===== config.mk =====
export PLATFORM = sky130hd
export DESIGN_NAME = uart_byte_rx_flat
export DESIGN_NICKNAME = d
export VERILOG_FILES = /design/src/rtl/uart_byte_rx_if.sv /design/src/rtl/uart_byte_rx.sv /design/src/flat_wrapper.sv
export SDC_FILE = /design/constraint.sdc
export NUM_CORES = 1
export LEC_CHECK = 0
export ABC_CLOCK_PERIOD_IN_PS = 2400
export BUFFER_PORTS_ARGS = -buffer_cell sky130_fd_sc_hd__buf_2
export CORE_ASPECT_RATIO = 1.25
export CORE_UTILIZATION = 45
export CTS_CLUSTER_DIAMETER = 60
export DETAILED_ROUTE_END_ITERATION = 12
export GPL_TIMING_DRIVEN = 0
export SLEW_MARGIN = 20
export SYNTH_ARGS = -nofsm -noshare
export SYNTH_HDL_FRONTEND = slang
export SYNTH_SLANG_ARGS = --single-unit

===== constraint.sdc =====
create_clock -name clk -period 2.4 [get_ports clk]
set_input_delay 0.48 -clock clk [delete_from_list [all_inputs] [get_ports clk]]
set_output_delay 0.48 -clock clk [all_outputs]
set_load 0.02 [all_outputs]

===== src/rtl/uart_byte_rx_if.sv =====
// Write-side bundle from uart_byte_rx into the byte buffer.
// wr_en/wr_data map onto wea/dina; frame_err and busy are status.
interface uart_byte_rx_if;
    logic       wr_en;
    logic [7:0] wr_data;
    logic       frame_err;
    logic       busy;

    modport master (
        output wr_en,
        output wr_data,
        output frame_err,
        output busy
    );

    modport slave (
        input wr_en,
        input wr_data,
        input frame_err,
        input busy
    );
endinterface


===== src/rtl/uart_byte_rx.sv =====
// uart_byte_rx: 8N1 UART receiver feeding the byte buffer write port.
// Ports: clk, rst (sync, active-high), rx (async line, idle high),
//   wr (master): wr_en 1-cycle strobe, wr_data last good byte,
//   frame_err 1-cycle bad-stop pulse, busy high outside IDLE.
module uart_byte_rx #(
    parameter int CLK_HZ       = 100_000_000,
    parameter int BAUD         = 115200,
    parameter int CLKS_PER_BIT = CLK_HZ / BAUD
) (
    input  logic           clk,
    input  logic           rst,
    input  logic           rx,
    uart_byte_rx_if.master wr
);

    localparam int CW = (CLKS_PER_BIT > 1) ? $clog2(CLKS_PER_BIT) : 1;
    localparam logic [CW-1:0] HALF_END = CW'(CLKS_PER_BIT / 2 - 1);
    localparam logic [CW-1:0] BIT_END  = CW'(CLKS_PER_BIT - 1);

    if (CLKS_PER_BIT < 4) begin : g_cpb_check
        $error("uart_byte_rx: CLKS_PER_BIT must be >= 4");
    end

    typedef enum logic [2:0] {
        IDLE,
        START,
        DATA,
        STOP,
        BREAK
    } state_t;

    state_t        state;
    logic          rx_meta;
    logic          rx_s;
    logic [CW-1:0] clk_cnt;
    logic [2:0]    bit_idx;
    logic [7:0]    shreg;

    always_ff @(posedge clk) begin
        if (rst) begin
            // Sync flops preset high so reset looks like an idle line.
            rx_meta      <= 1'b1;
            rx_s         <= 1'b1;
            state        <= IDLE;
            clk_cnt      <= '0;
            bit_idx      <= '0;
            shreg        <= '0;
            wr.wr_en     <= 1'b0;
            wr.wr_data   <= 8'h00;
            wr.frame_err <= 1'b0;
            wr.busy      <= 1'b0;
        end else begin
            rx_meta      <= rx;
            rx_s         <= rx_meta;
            wr.wr_en     <= 1'b0;
            wr.frame_err <= 1'b0;

            unique case (state)
                IDLE: begin
                    clk_cnt <= '0;
                    if (!rx_s) begin
                        state   <= START;
                        wr.busy <= 1'b1;
                    end
                end

                START: begin
                    if (clk_cnt == HALF_END) begin
                        clk_cnt <= '0;
                        // Still low at mid-start: real start bit.
                        // High again: a glitch, drop back quietly.
                        if (!rx_s) begin
                            state   <= DATA;
                            bit_idx <= '0;
                        end else begin
                            state   <= IDLE;
                            wr.busy <= 1'b0;
                        end
                    end else begin
                        clk_cnt <= clk_cnt + 1'b1;
                    end
                end

                DATA: begin
                    if (clk_cnt == BIT_END) begin
                        clk_cnt        <= '0;
                        shreg[bit_idx] <= rx_s;
                        if (bit_idx == 3'd7) begin
                            state <= STOP;
                        end else begin
                            bit_idx <= bit_idx + 1'b1;
                        end
                    end else begin
                        clk_cnt <= clk_cnt + 1'b1;
                    end
                end

                STOP: begin
                    // Decide at mid-stop-bit and leave at once so an
                    // immediately following start edge is still seen.
                    if (clk_cnt == BIT_END) begin
                        clk_cnt <= '0;
                        if (rx_s) begin
                            wr.wr_en   <= 1'b1;
                            wr.wr_data <= shreg;
                            state      <= IDLE;
                            wr.busy    <= 1'b0;
                        end else begin
                            wr.frame_err <= 1'b1;
                            state        <= BREAK;
                        end
                    end else begin
                        clk_cnt <= clk_cnt + 1'b1;
                    end
                end

                BREAK: begin
                    // Hold off until the line is released so a stuck-low
                    // line does not keep retriggering START.
                    clk_cnt <= '0;
                    if (rx_s) begin
                        state   <= IDLE;
                        wr.busy <= 1'b0;
                    end
                end

                default: begin
                    state   <= IDLE;
                    clk_cnt <= '0;
                    wr.busy <= 1'b0;
                end
            endcase
        end
    end

endmodule


===== src/flat_wrapper.sv =====
// flat-port wrapper written by rule: the top's interface ports become plain ports
module uart_byte_rx_flat 
#(
    parameter int CLK_HZ       = 100_000_000,
    parameter int BAUD         = 115200,
    parameter int CLKS_PER_BIT = CLK_HZ / BAUD
)
  (clk, rst, rx, wr_wr_en, wr_wr_data, wr_frame_err, wr_busy);
  uart_byte_rx_if wr_i ();
  input  logic clk;
  input  logic rst;
  input  logic rx;
  output wire logic [$bits(wr_i.wr_en)-1:0] wr_wr_en;
  output wire logic [$bits(wr_i.wr_data)-1:0] wr_wr_data;
  output wire logic [$bits(wr_i.frame_err)-1:0] wr_frame_err;
  output wire logic [$bits(wr_i.busy)-1:0] wr_busy;
  assign wr_wr_en = wr_i.wr_en;
  assign wr_wr_data = wr_i.wr_data;
  assign wr_frame_err = wr_i.frame_err;
  assign wr_busy = wr_i.busy;
  uart_byte_rx #(.CLK_HZ(CLK_HZ), .BAUD(BAUD), .CLKS_PER_BIT(CLKS_PER_BIT)) u_core (.clk(clk), .rst(rst), .rx(rx), .wr(wr_i));
endmodule

==> impl_metrics.json <==
{
  "status": "finished, final reports clean",
  "post-dp-hpwl_um": 2540,
  "port_buffers": 12,
  "irDropWorstVdd_mv": 0.381,
  "worst_pin_slew_ns": 0.757,
  "cts.sinks": 37,
  "grt_pass1_vias": 1352,
  "synth_ff_type": "dfxtp_1",
  "synth_area_leader_cell": "dfxtp_1",
  "fmax_mhz": 450,
  "holdCritPathClass": "in -> reg",
  "synth_nets": 197,
  "cts-root-buf": "clkbuf_8",
  "period_share_pct": 92.5,
  "internal_power_uw": 894,
  "areaGrowthSynthToFinish_pct": 13.2,
  "power_density_mw_per_mm2": 569,
  "num_antenna_cells": 0,
  "clock_latency_ns": 0.28,
  "fin_area_mm2": 0.00200,
  "first_iter_violations": 36,
  "hold_path_depth": 2,
  "drt-pass1-iter-count": 4,
  "synth.yosys.seq_area_share_pct": 41.9,
  "required_ns": 2.56,
  "dieWidth_um": 58.1,
  "finalHoldViolCount": 0,
  "rows": 25,
  "fin_skew_ns": 0.00459,
  "reg2reg_depth": 7,
  "endpoint_kind": "flop",
  "die_area_mm2": 0.00419,
  "rsz0062_at_grt": "false",
  "crit_arrival_ns": 2.38,
  "cts-buffers-inserted": 5,
  "whs_ns": 0.375,
  "synth.distinct_cells": 47,
  "grtUsageTotal_pct": 18.1,
  "cts_max_level": 2,
  "switching_share_pct": 21.5,
  "final_util_pct": 52.9,
  "critical_path_class": "reg -> reg",
  "post_drt_wl_per_cell_um": 13.0,
  "async_reset_ff_share_pct": 0,
  "yosys-top-cells-area": "dfxtp_1 (42%), mux2i_1 (9.6%), nor2_1 (8.1%)",
  "p_clk_share_pct": 41.4,
  "p_switching_uw": 245,
  "postRouteAntennaNets": 0,
  "path_clk_slew_ns": 0.07,
  "ys.warnings.count": 0,
  "gr-total-overflow": 0,
  "fin_nets": 216,
  "critPathLaunchType": "flop",
  "layout-drive-gt1-share_pct": 16.7,
  "cap_violations": 0,
  "cts_tree": "built",
  "post-route-min-period_ns": 2.22,
  "via_per_inst": 5.16,
  "finalSetupViolations": 0,
  "place_inst": 256,
  "gp_congestion": 0.774,
  "cts_hold_buffers": 0,
  "synth-edff-count": 0,
  "start_util_pct": 46.7,
  "drc": 0,
  "vias": 1362,
  "seqPwrFrac_pct": 54.7,
  "finalSetupTns_ns": 0,
  "cp_max_fo": 6,
  "cts_resized": 0,
  "grt_max_degree": 12,
  "synth_cells": 190,
  "cts_setup_buffers": 0,
  "antenna_found_initial": 0,
  "synth_area_mm2": 0.00177,
  "leakagePower_nw": 0.714,
  "ios": 14,
  "drv_slew": 0,
  "synth_top_area_share_pct": 41.9,
  "ys_ff_latch": 37,
  "placed_cell_area_mm2": 0.00190,
  "grt_pass1_wl_um": 5770,
  "wirelength_um": 3430,
  "ctsLongestPathBuffers": 2,
  "post_synth.cell_area_avg_um2": 9.31,
  "fin_cells": 264,
  "die_h_um": 72.1,
  "comb_power_share_pct": 3.8,
  "core_mm2": 0.00378,
  "slew_headroom_pct": 49.1
}
-- Yosys cell counts (2+ instances only) --
cell type	n
a22oi_1	2
buf_2	2
inv_1	5
a21oi_1	3
or3_1	2
clkbuf_1	5
nand2_1	7
dfxtp_1	37
nand2b_1	2
nor4b_4	2
nor4_1	3
xnor2_1	4
nor2b_1	3
nand3_1	4
nor3_1	6
buf_1	3
or2_2	4
nor2_1	38
nand4_1	3
a31oi_1	2
xor2_1	5
mux2i_1	17
or3b_1	2
nand3b_1	2
ha_1	4
nand4b_1	2
-- layout by cell type (no fill, tap or decap), drive strengths merged, types with 2 or more instances in the layout --
cell / netlist / routed
a21oi: 3 / 3
a22oi: 2 / 2
a31oi: 2 / 2
buf: 6 / 18
clkbuf: 5 / 12
dfxtp: 37 / 37
ha: 4 / 4
inv: 5 / 5
mux2i: 17 / 17
nand2: 7 / 7
nand2b: 2 / 2
nand3: 4 / 4
nand3b: 2 / 2
nand4: 3 / 3
nand4b: 2 / 2
nor2: 38 / 38
nor2b: 3 / 3
nor3: 7 / 7
nor4: 5 / 5
nor4b: 2 / 2
or2: 4 / 4
or3: 2 / 2
or3b: 2 / 2
or4: 2 / 2
xnor2: 4 / 4
xor2: 5 / 5
-- routing by layer --
layer	wire, um	global-route usage (%)	share of wire (%)
met4	55	7.94	1.6
met3	102	4.81	3.0
met1	1510	20.7	44
met5	0	0	0
met2	1750	31.5	51
-- final timing paths --
kind	startpoint	slack, ns	end
max reg2reg	u_core.clk_cnt[8]	0.18	u_core.shreg[2]
min reg2reg	u_core.rx_meta	0.41	u_core.rx_s
min	rx	0.38	u_core.rx_meta
max	u_core.clk_cnt[8]	0.18	u_core.shreg[2]
-- worst max-delay path, stage by stage (launching register included) --
cell and delay (ns):
dfxtp_1 0.40, or3b_1 0.35, buf_2 0.15, or4_4 0.51, buf_6 0.15, nor4b_4 0.27, mux2i_1 0.22, nor2_1 0.05
-- cells by family (layout without fill, tap and decap cells) --
kind of cell    count (synthesis)  after routing  synth area share [%]
simple gates                   91             91                  30.5
flops                          37             37                  41.9
mux                            18             18                  10.3
buf+inv                        16             36                  3.96
compound gates                 15             15                  6.15
xor+xnor                        9              9                  4.46
fa+ha+maj                       4              4                  2.83
-- final cells by class --
cell class	instances	area [um^2]
well taps	54	67.6
clock inverters	1	5.00
flip-flops and latches	37	741
multi-input cells	137	963
plain buffers	11	51.3
fillers	358	1780
clock buffers	7	96.3
repair buffers	12	60.1
inverters	5	18.8
-- registers in the layout, summed over array words and instances, names as in the netlist --
name                 flops
u_core.wr.busy           1
u_core.state             3
u_core.shreg             8
u_core.wr.frame_err      1
u_core.wr.wr_data        8
u_core.rx_meta           1
u_core.wr.wr_en          1
u_core.bit_idx           3
u_core.clk_cnt          10
u_core.rx_s              1
-- power groups by stage --
| stage | Combinational [mW] | Sequential (mW) | Clock (mW) |
|---|---|---|---|
| final | 0.0437 | 0.623 | 0.472 |
| after global routing | 0.0481 | 0.624 | 0.514 |
| after CTS | 0.0435 | 0.623 | 0.484 |
| after detailed placement | 0.0435 | 0.637 | 0 |
| after global placement | 0.0415 | 0.637 | 0 |
| after floorplan | 0.0302 | 0.638 | 0 |
-- stage by stage --
step | setup WS [ns] | power (mW)
4_1_cts | 0.0485 | 1.15
6_report | 0.180 | 1.14
5_1_grt | 0.0225 | 1.19
3_5_place_dp | 0.0519 | 0.681
3_3_place_gp | 0.163 | 0.679
2_1_floorplan | 0.305 | 0.669
Power figures use the tool's default switching activity.
